===== config.mk =====
export PLATFORM = sky130hd
export DESIGN_NAME = io_xbar_pkt_arbiter_flat
export DESIGN_NICKNAME = d
export VERILOG_FILES = /design/src/rtl/io_xbar_pkt_arbiter_pkg.sv /design/src/rtl/io_xbar_pkt_arbiter_if.sv /design/src/rtl/io_xbar_rr_pick.sv /design/src/rtl/io_xbar_pkt_arbiter.sv /design/src/flat_wrapper.sv
export SDC_FILE = /design/constraint.sdc
export NUM_CORES = 1
export LEC_CHECK = 0
export ABC_CLOCK_PERIOD_IN_PS = 7700
export CAP_MARGIN = 20
export CORE_AREA = 2 2 233 235
export CTS_CLUSTER_SIZE = 12
export DETAILED_ROUTE_END_ITERATION = 8
export DIE_AREA = 0 0 235 237
export PLACE_DENSITY_LB_ADDON = 0.12
export SYNTH_ARGS = -nofsm -noshare
export SYNTH_HDL_FRONTEND = slang
export SYNTH_SLANG_ARGS = --single-unit

===== constraint.sdc =====
create_clock -name clk -period 7.7 [get_ports clk]
set_input_delay 1.925 -clock clk [delete_from_list [all_inputs] [get_ports clk]]
set_output_delay 1.925 -clock clk [all_outputs]
set_load 0.02 [all_outputs]

===== src/rtl/io_xbar_pkt_arbiter_pkg.sv =====
// Shared constants and types for the io_xbar output-port packet arbiter
// and its round-robin picker.
package io_xbar_pkt_arbiter_pkg;

    localparam int DATA_WIDTH      = 64;
    localparam int IO_XBAR_NUM_IN  = 8;
    localparam int IO_XBAR_IDX_W   = 3;
    localparam int IO_XBAR_LEN_LSB = 22;
    localparam int IO_XBAR_LEN_W   = 8;
    localparam int IO_XBAR_CREDITS = 4;

    typedef enum logic {
        IO_XBAR_ARB_IDLE = 1'b0,
        IO_XBAR_ARB_BODY = 1'b1
    } io_xbar_arb_state_t;

    typedef logic [DATA_WIDTH-1:0] flit_t;

    function automatic logic [IO_XBAR_NUM_IN-1:0] idx_onehot(input logic [IO_XBAR_IDX_W-1:0] idx);
        logic [IO_XBAR_NUM_IN-1:0] oh;
        oh      = '0;
        oh[idx] = 1'b1;
        return oh;
    endfunction

endpackage


===== src/rtl/io_xbar_pkt_arbiter_if.sv =====
// Requester and downstream signals of one io_xbar output-port arbiter.
// master = arbiter view, slave = input FIFOs / downstream view.
interface io_xbar_pkt_arbiter_if;
    import io_xbar_pkt_arbiter_pkg::*;

    logic [IO_XBAR_NUM_IN-1:0]            in_valid;
    logic [IO_XBAR_NUM_IN*DATA_WIDTH-1:0] in_data;
    logic [IO_XBAR_NUM_IN-1:0]            thanks_out;
    flit_t                                data_out;
    logic                                 valid_out;
    logic                                 yummy_in;
    logic [IO_XBAR_IDX_W-1:0]             grant_idx;
    logic                                 busy;

    modport master (
        input  in_valid,
        input  in_data,
        input  yummy_in,
        output thanks_out,
        output data_out,
        output valid_out,
        output grant_idx,
        output busy
    );

    modport slave (
        output in_valid,
        output in_data,
        output yummy_in,
        input  thanks_out,
        input  data_out,
        input  valid_out,
        input  grant_idx,
        input  busy
    );

endinterface


===== src/rtl/io_xbar_rr_pick.sv =====
// Rotating-priority encoder: first set req bit after position ptr, wrapping mod 8.
// Latency: purely combinational.
// Backpressure: none; caller decides whether the grant is taken.
module io_xbar_rr_pick
    import io_xbar_pkt_arbiter_pkg::*;
(
    input  logic [IO_XBAR_NUM_IN-1:0] req,
    input  logic [IO_XBAR_IDX_W-1:0]  ptr,
    output logic [IO_XBAR_IDX_W-1:0]  gnt_idx,
    output logic                      gnt_any
);

    logic [IO_XBAR_IDX_W-1:0] cand;
    logic                     found;

    // ptr itself is scanned last, so the previous winner has lowest priority
    always_comb begin
        gnt_idx = '0;
        found   = 1'b0;
        cand    = '0;
        for (int k = 1; k <= IO_XBAR_NUM_IN; k++) begin
            cand = ptr + IO_XBAR_IDX_W'(k);
            if (!found && req[cand]) begin
                gnt_idx = cand;
                found   = 1'b1;
            end
        end
    end

    assign gnt_any = |req;

endmodule


===== src/rtl/io_xbar_pkt_arbiter.sv =====
// Packet-granular round-robin scheduler for one io_xbar output port (8 inputs).
// Latency: flit popped in cycle N is on data_out/valid_out in cycle N+1.
// Backpressure: valid/yummy credits; no flit is popped while the credit count is zero.
module io_xbar_pkt_arbiter
    import io_xbar_pkt_arbiter_pkg::*;
#(
    parameter int CREDITS = IO_XBAR_CREDITS,
    parameter int LEN_LSB = IO_XBAR_LEN_LSB,
    parameter int LEN_W   = IO_XBAR_LEN_W
) (
    input  logic                 clk,
    input  logic                 rst_n,
    io_xbar_pkt_arbiter_if.master xif
);

    localparam int                CRED_W   = $clog2(CREDITS + 1);
    localparam logic [CRED_W-1:0] CRED_MAX = CRED_W'(CREDITS);

    io_xbar_arb_state_t       state_q, state_d;
    logic [CRED_W-1:0]        credits_q, credits_d;
    logic [LEN_W-1:0]         remaining_q, remaining_d;
    logic [IO_XBAR_IDX_W-1:0] rr_ptr_q, rr_ptr_d;
    logic [IO_XBAR_IDX_W-1:0] grant_idx_q, grant_idx_d;
    logic                     busy_q, busy_d;
    logic                     valid_out_q, valid_out_d;
    flit_t                    data_out_q, data_out_d;

    logic [IO_XBAR_IDX_W-1:0] pick_idx;
    logic                     pick_any;
    logic [IO_XBAR_IDX_W-1:0] sel_idx;
    logic                     sel_vld;
    flit_t                    sel_flit;
    logic [LEN_W-1:0]         hdr_len;
    logic                     cred_ok;
    logic                     send;
    logic                     hdr_send;
    logic                     tail_send;

    io_xbar_rr_pick u_rr_pick (
        .req     (xif.in_valid),
        .ptr     (rr_ptr_q),
        .gnt_idx (pick_idx),
        .gnt_any (pick_any)
    );

    // In BODY only the locked owner is considered; in IDLE the round-robin winner.
    // rst_n gates send so thanks_out is quiet while reset is held.
    always_comb begin
        sel_idx   = (state_q == IO_XBAR_ARB_IDLE) ? pick_idx : grant_idx_q;
        sel_vld   = (state_q == IO_XBAR_ARB_IDLE) ? pick_any : xif.in_valid[grant_idx_q];
        sel_flit  = xif.in_data[int'(sel_idx)*DATA_WIDTH +: DATA_WIDTH];
        hdr_len   = sel_flit[LEN_LSB +: LEN_W];
        cred_ok   = (credits_q != '0);
        send      = rst_n && cred_ok && sel_vld;
        hdr_send  = send && (state_q == IO_XBAR_ARB_IDLE);
        tail_send = send && (state_q == IO_XBAR_ARB_BODY) && (remaining_q == LEN_W'(1));
    end

    always_ff @(posedge clk or negedge rst_n) begin
        if (!rst_n) begin
            state_q <= IO_XBAR_ARB_IDLE;
        end else begin
            state_q <= state_d;
        end
    end

    always_comb begin
        state_d = state_q;
        case (state_q)
            IO_XBAR_ARB_IDLE: if (hdr_send && (hdr_len != '0)) state_d = IO_XBAR_ARB_BODY;
            IO_XBAR_ARB_BODY: if (tail_send)                    state_d = IO_XBAR_ARB_IDLE;
            default:                                            state_d = IO_XBAR_ARB_IDLE;
        endcase
    end

    // rr_ptr and grant_idx move only on header acceptance, never on body flits
    always_comb begin
        remaining_d = remaining_q;
        rr_ptr_d    = rr_ptr_q;
        grant_idx_d = grant_idx_q;
        busy_d      = busy_q;
        valid_out_d = send;
        data_out_d  = send ? sel_flit : data_out_q;
        if (hdr_send) begin
            rr_ptr_d    = sel_idx;
            grant_idx_d = sel_idx;
            remaining_d = hdr_len;
            busy_d      = (hdr_len != '0);
        end else if (send) begin
            remaining_d = remaining_q - LEN_W'(1);
            busy_d      = !tail_send;
        end
    end

    // A yummy at full count is a protocol error; the counter saturates.
    always_comb begin
        credits_d = credits_q;
        if (send && !xif.yummy_in) begin
            credits_d = credits_q - CRED_W'(1);
        end else if (xif.yummy_in && !send && (credits_q != CRED_MAX)) begin
            credits_d = credits_q + CRED_W'(1);
        end
    end

    always_ff @(posedge clk or negedge rst_n) begin
        if (!rst_n) begin
            credits_q   <= CRED_MAX;
            remaining_q <= '0;
            rr_ptr_q    <= IO_XBAR_IDX_W'(IO_XBAR_NUM_IN - 1);
            grant_idx_q <= '0;
            busy_q      <= 1'b0;
            valid_out_q <= 1'b0;
            data_out_q  <= '0;
        end else begin
            credits_q   <= credits_d;
            remaining_q <= remaining_d;
            rr_ptr_q    <= rr_ptr_d;
            grant_idx_q <= grant_idx_d;
            busy_q      <= busy_d;
            valid_out_q <= valid_out_d;
            data_out_q  <= data_out_d;
        end
    end

    assign xif.thanks_out = send ? idx_onehot(sel_idx) : '0;
    assign xif.data_out   = data_out_q;
    assign xif.valid_out  = valid_out_q;
    assign xif.grant_idx  = grant_idx_q;
    assign xif.busy       = busy_q;

    a_no_yummy_at_full: assert property (@(posedge clk) disable iff (!rst_n)
        !(xif.yummy_in && (credits_q == CRED_MAX)));

endmodule

===== src/flat_wrapper.sv =====
// flat-port wrapper written by rule: the top's interface ports become plain ports
module io_xbar_pkt_arbiter_flat import io_xbar_pkt_arbiter_pkg::*;
#(
    parameter int CREDITS = IO_XBAR_CREDITS,
    parameter int LEN_LSB = IO_XBAR_LEN_LSB,
    parameter int LEN_W   = IO_XBAR_LEN_W
)
  (clk, rst_n, xif_in_valid, xif_in_data, xif_yummy_in, xif_thanks_out, xif_data_out, xif_valid_out, xif_grant_idx, xif_busy);
  io_xbar_pkt_arbiter_if xif_i ();
  input  logic clk;
  input  logic rst_n;
  input wire logic [$bits(xif_i.in_valid)-1:0] xif_in_valid;
  input wire logic [$bits(xif_i.in_data)-1:0] xif_in_data;
  input wire logic [$bits(xif_i.yummy_in)-1:0] xif_yummy_in;
  output wire logic [$bits(xif_i.thanks_out)-1:0] xif_thanks_out;
  output wire logic [$bits(xif_i.data_out)-1:0] xif_data_out;
  output wire logic [$bits(xif_i.valid_out)-1:0] xif_valid_out;
  output wire logic [$bits(xif_i.grant_idx)-1:0] xif_grant_idx;
  output wire logic [$bits(xif_i.busy)-1:0] xif_busy;
  assign xif_i.in_valid = xif_in_valid;
  assign xif_i.in_data = xif_in_data;
  assign xif_i.yummy_in = xif_yummy_in;
  assign xif_thanks_out = xif_i.thanks_out;
  assign xif_data_out = xif_i.data_out;
  assign xif_valid_out = xif_i.valid_out;
  assign xif_grant_idx = xif_i.grant_idx;
  assign xif_busy = xif_i.busy;
  io_xbar_pkt_arbiter #(.CREDITS(CREDITS), .LEN_LSB(LEN_LSB), .LEN_W(LEN_W)) u_core (.clk(clk), .rst_n(rst_n), .xif(xif_i));
endmodule

==> impl_metrics.csv <==
group,metric,value,unit
sta,slew_viol_final,0,
layout,drive_gt1_share,10.39,%
die,die_x,235,um
logic_synthesis,synthCells,1125,
drt,wirelength,58.55,mm
die,ios,600,
worst_setup_path,crit_type,"primary input to primary output",
worst_setup_path,cp-start-kind,"primary input",
worst_setup_path,crit_fanout,10,
clock_network,clk_path_buf_depth,2,
global_routing,grt_max_degree,98,
sta,tightest_slew,1.033,ns
die,die_area,55700,sq um
worst_setup_path,rr_worst_depth,16,
power,p_leak,6.213,nW
worst_setup_path,cpMaxStageDelayCell,"clkdlybuf4s50_1",
sta,hold_ws,0.4759,ns
logic_synthesis,synth_nets,1653,
clock_network,clkLatencyLatePin,0.38,ns
clock_network,htree_num_levels,3,
worst_setup_path,arrival,5.62,ns
worst_setup_path,cp_slowest_stage_delay,0.68,ns
layout,final_util,30.21,%
layout,mostFrequentLayoutCells,"clkdlybuf4s50_1 (596), nand2_1 (266), dfrtp_1 (80)",
logic_synthesis,ys_ff_latch,84,
layout,area_growth,76.73,%
logic_synthesis,yosysUniqueCellTypes,82,
worst_setup_path,timing.rr.start,"u_core.rr_ptr_q[0]",
sta,worst_slack,0.1586,ns
global_routing,grt.total_usage,20.25,%
place,placed_cell_area,15780,sq um
status,status,"complete, no violations",
place,portBuffers,599,
drt,drtAntennaViolNets,0,
drt,first_iter_violations,489,
sta,period_minus_slack,7.541,ns
sta,max_freq,132.6,MHz
worst_setup_path,rrSetupSlack,1.84,ns
worst_hold_path,hold_end,"u_core.xif.data_out[28]",
layout,layout_commonest_cell,"clkdlybuf4s50_1",
logic_synthesis,ys.flop_type,"dfrtp_1",
logic_synthesis,synth-edff-count,0,
sta,finalHoldViolCount,0,
global_routing,antenna_found_initial,16,
clock_network,cts-buffers-inserted,9,
layout,nNetsFinal,2197,
place,dp_hpwl,47.10,mm
sta,fin_worst_skew,0.01550,ns
worst_hold_path,holdPathStages,2,
die,rows,85,
layout,design_area,16100,sq um
sta,period_share,97.94,%
logic_synthesis,async_reset_ff_share,100.0,%
sta,worst_slew_margin_rel,31.15,%
logic_synthesis,synth_area_leader_cell,"dfrtp_1",
worst_setup_path,required,5.78,ns
clock_network,cts_num_sinks,84,
worst_setup_path,cp_top_family,"buffers and inverters",
clock_network,cts_tree,"yes",
logic_synthesis,synth_top_area_share,21.98,%
die,core_area,53280,sq um
logic_synthesis,synth_warnings,0,
clock_network,ctsHoldBuffers,0,
worst_setup_path,timing.rr.end,"u_core.xif.data_out[55]",
place,pre_cts_slack,-0.01010,ns
place,dp_cells,2352,
layout,fin_cells,2372,
drt,vias_per_cell,4.718,
logic_synthesis,syn_area,9107,sq um
clock_network,clkTransAtPathRegs,0.06,ns
die,start_util,17.09,%
global_routing,grt_overflow,0,
drt,dr.pass1.iters,5,
clock_network,clock_tree.root_cell,"clkbuf_16",
power,vdd_ir_drop_max,0.2741,mV
drt,vias,11191,
sta,finalSetupViolCount,0,
worst_setup_path,endpoint_kind,"primary output",
logic_synthesis,syn_avg_cell_area,8.096,sq um
global_routing,grt_first_pass_wirelength,82.54,mm
power,p_per_area,448.6,nW/um^2
die,die_h,237,um
job,maxCapViolations,0,
worst_hold_path,hp-start,"u_core.xif.data_out[28]",
worst_setup_path,cp_num_buf_inv,4,
global_routing,grt_pass1_vias,11602,
logic_synthesis,yosys-top-cells-area,"dfrtp_1 (22%), nand2_1 (11%), mux2i_1 (8.7%), mux4_2 (6.7%), mux2_2 (6.3%)",
logic_synthesis,ys_seq_area_share,23.14,%
drt,route.detailed.drc,0,
sta,rsz0062_at_grt,"no",
place,gp_congestion,0.8415,
worst_hold_path,hp-class,"flip-flop to flip-flop",
drt,wl_per_cell,24.69,um
worst_setup_path,crit_chain,"clkdlybuf4s50_1, buf_4, mux4_2, mux2_2, nand2b_1, a2111oi_1, nor4_2, buf_4, o31ai_4, nand2b_2, nor3_1, clkdlybuf4s50_1",
==> repair_timing <==
action | in CTS | in global routing
setup endpoints to repair | 1 | 4
resized for setup | 1 | 4
pin swaps | 0 | 3
setup buffers | 0 | 2
==> cell usage after synthesis, drive strengths merged (13+ instances only) <==
cell type,n
dfrtp,80
mux4,27
a22oi,25
a31oi,17
a221o,22
o22ai,25
nand2,267
nor2,20
mux2i,80
mux2,60
o21ai,96
a311oi,13
clkbuf,51
a21oi,43
a221oi,39
buf,61
and3,16
nand3,33
==> kinds of logic after synthesis <==
group,count (synthesis),synth area share (%)
and+or+nand+nor,397,19.19
AOI/OAI and AO/OA,336,26.28
muxes,167,22.93
buffers and inverters,126,6.649
DFF,84,23.14
xor gates and xnor gates,10,1.044
adders and majority gates,5,0.7694
==> worst max path at each step <==
stage / cells past startpoint / start / slack (ns) / to
2_1_floorplan: 12 / xif_in_valid[4] / 0.76 / xif_thanks_out[2]
3_3_place_gp: 10 / xif_in_valid[0] / 0.04 / xif_thanks_out[7]
3_5_place_dp: 11 / xif_in_valid[0] / -0.01 / xif_thanks_out[2]
4_1_cts: 11 / xif_in_valid[0] / 0.03 / xif_thanks_out[2]
5_1_grt: 12 / xif_in_valid[4] / 0.01 / xif_thanks_out[3]
6_report: 12 / xif_in_valid[4] / 0.16 / xif_thanks_out[7]
==> through the flow <==
| stage | power [mW] | setup TNS, ns |
|---|---|---|
| 6_report | 7.220 | 0 |
| 3_5_place_dp | 6.848 | -0.01010 |
| 4_1_cts | 7.343 | 0 |
| 2_1_floorplan | 4.751 | 0 |
| 5_1_grt | 7.857 | 0 |
| 3_3_place_gp | 6.876 | 0 |
==> metal layers <==
layer  vias up  routed length (um)  global-route usage (%)
met2       373               30170                   36.75
met3        42                3443                   5.246
met4        12                 590                   2.915
li1       5320                   -                       -
met1      5444               24280                   24.37
met5         -                  68                       0
==> where the power goes <==
group          internal (mW)  switching (mW)
Clock                  0.227           0.213
Combinational           2.44            3.48
Sequential             0.671           0.185
Total                   3.34            3.88
==> state kept, by name (all words and copies together), names as in the netlist <==
register / count
u_core.xif.busy: 1
u_core.xif.grant_idx: 3
u_core.credits_q: 3
u_core.remaining_q: 8
u_core.xif.data_out: 64
u_core.rr_ptr_q: 3
u_core.xif.valid_out: 1
u_core.state_q: 1
==> worst reg2reg max path: stages, from the launching register on <==
cell and delay, ns:
dfstp_2 0.55, inv_2 0.10, ha_1 0.64, buf_4 0.27
mux2_2 0.37, nor3_2 0.29, a211oi_2 0.11, or3_1 0.44
nand4b_1 0.29, a31oi_4 0.31, buf_4 0.40, buf_4 0.83
mux2_2 0.46, a22oi_1 0.19, o22ai_1 0.17, a21oi_1 0.22
o21ai_1 0.07
==> layout make-up <==
| type | count | area, sq um |
|---|---|---|
| Fill cell | 5768 | 37190 |
| Tap cell | 696 | 870.8 |
| Clock buffer | 12 | 246.5 |
| Antenna cell | 2 | 5.005 |
| Timing Repair Buffer | 645 | 6344 |
| Sequential cell | 84 | 2107 |
| Inverter | 14 | 52.55 |
| Multi-Input combinational cell | 915 | 6445 |
| Clock inverter | 4 | 25.02 |
Power figures use the tool's default switching activity.
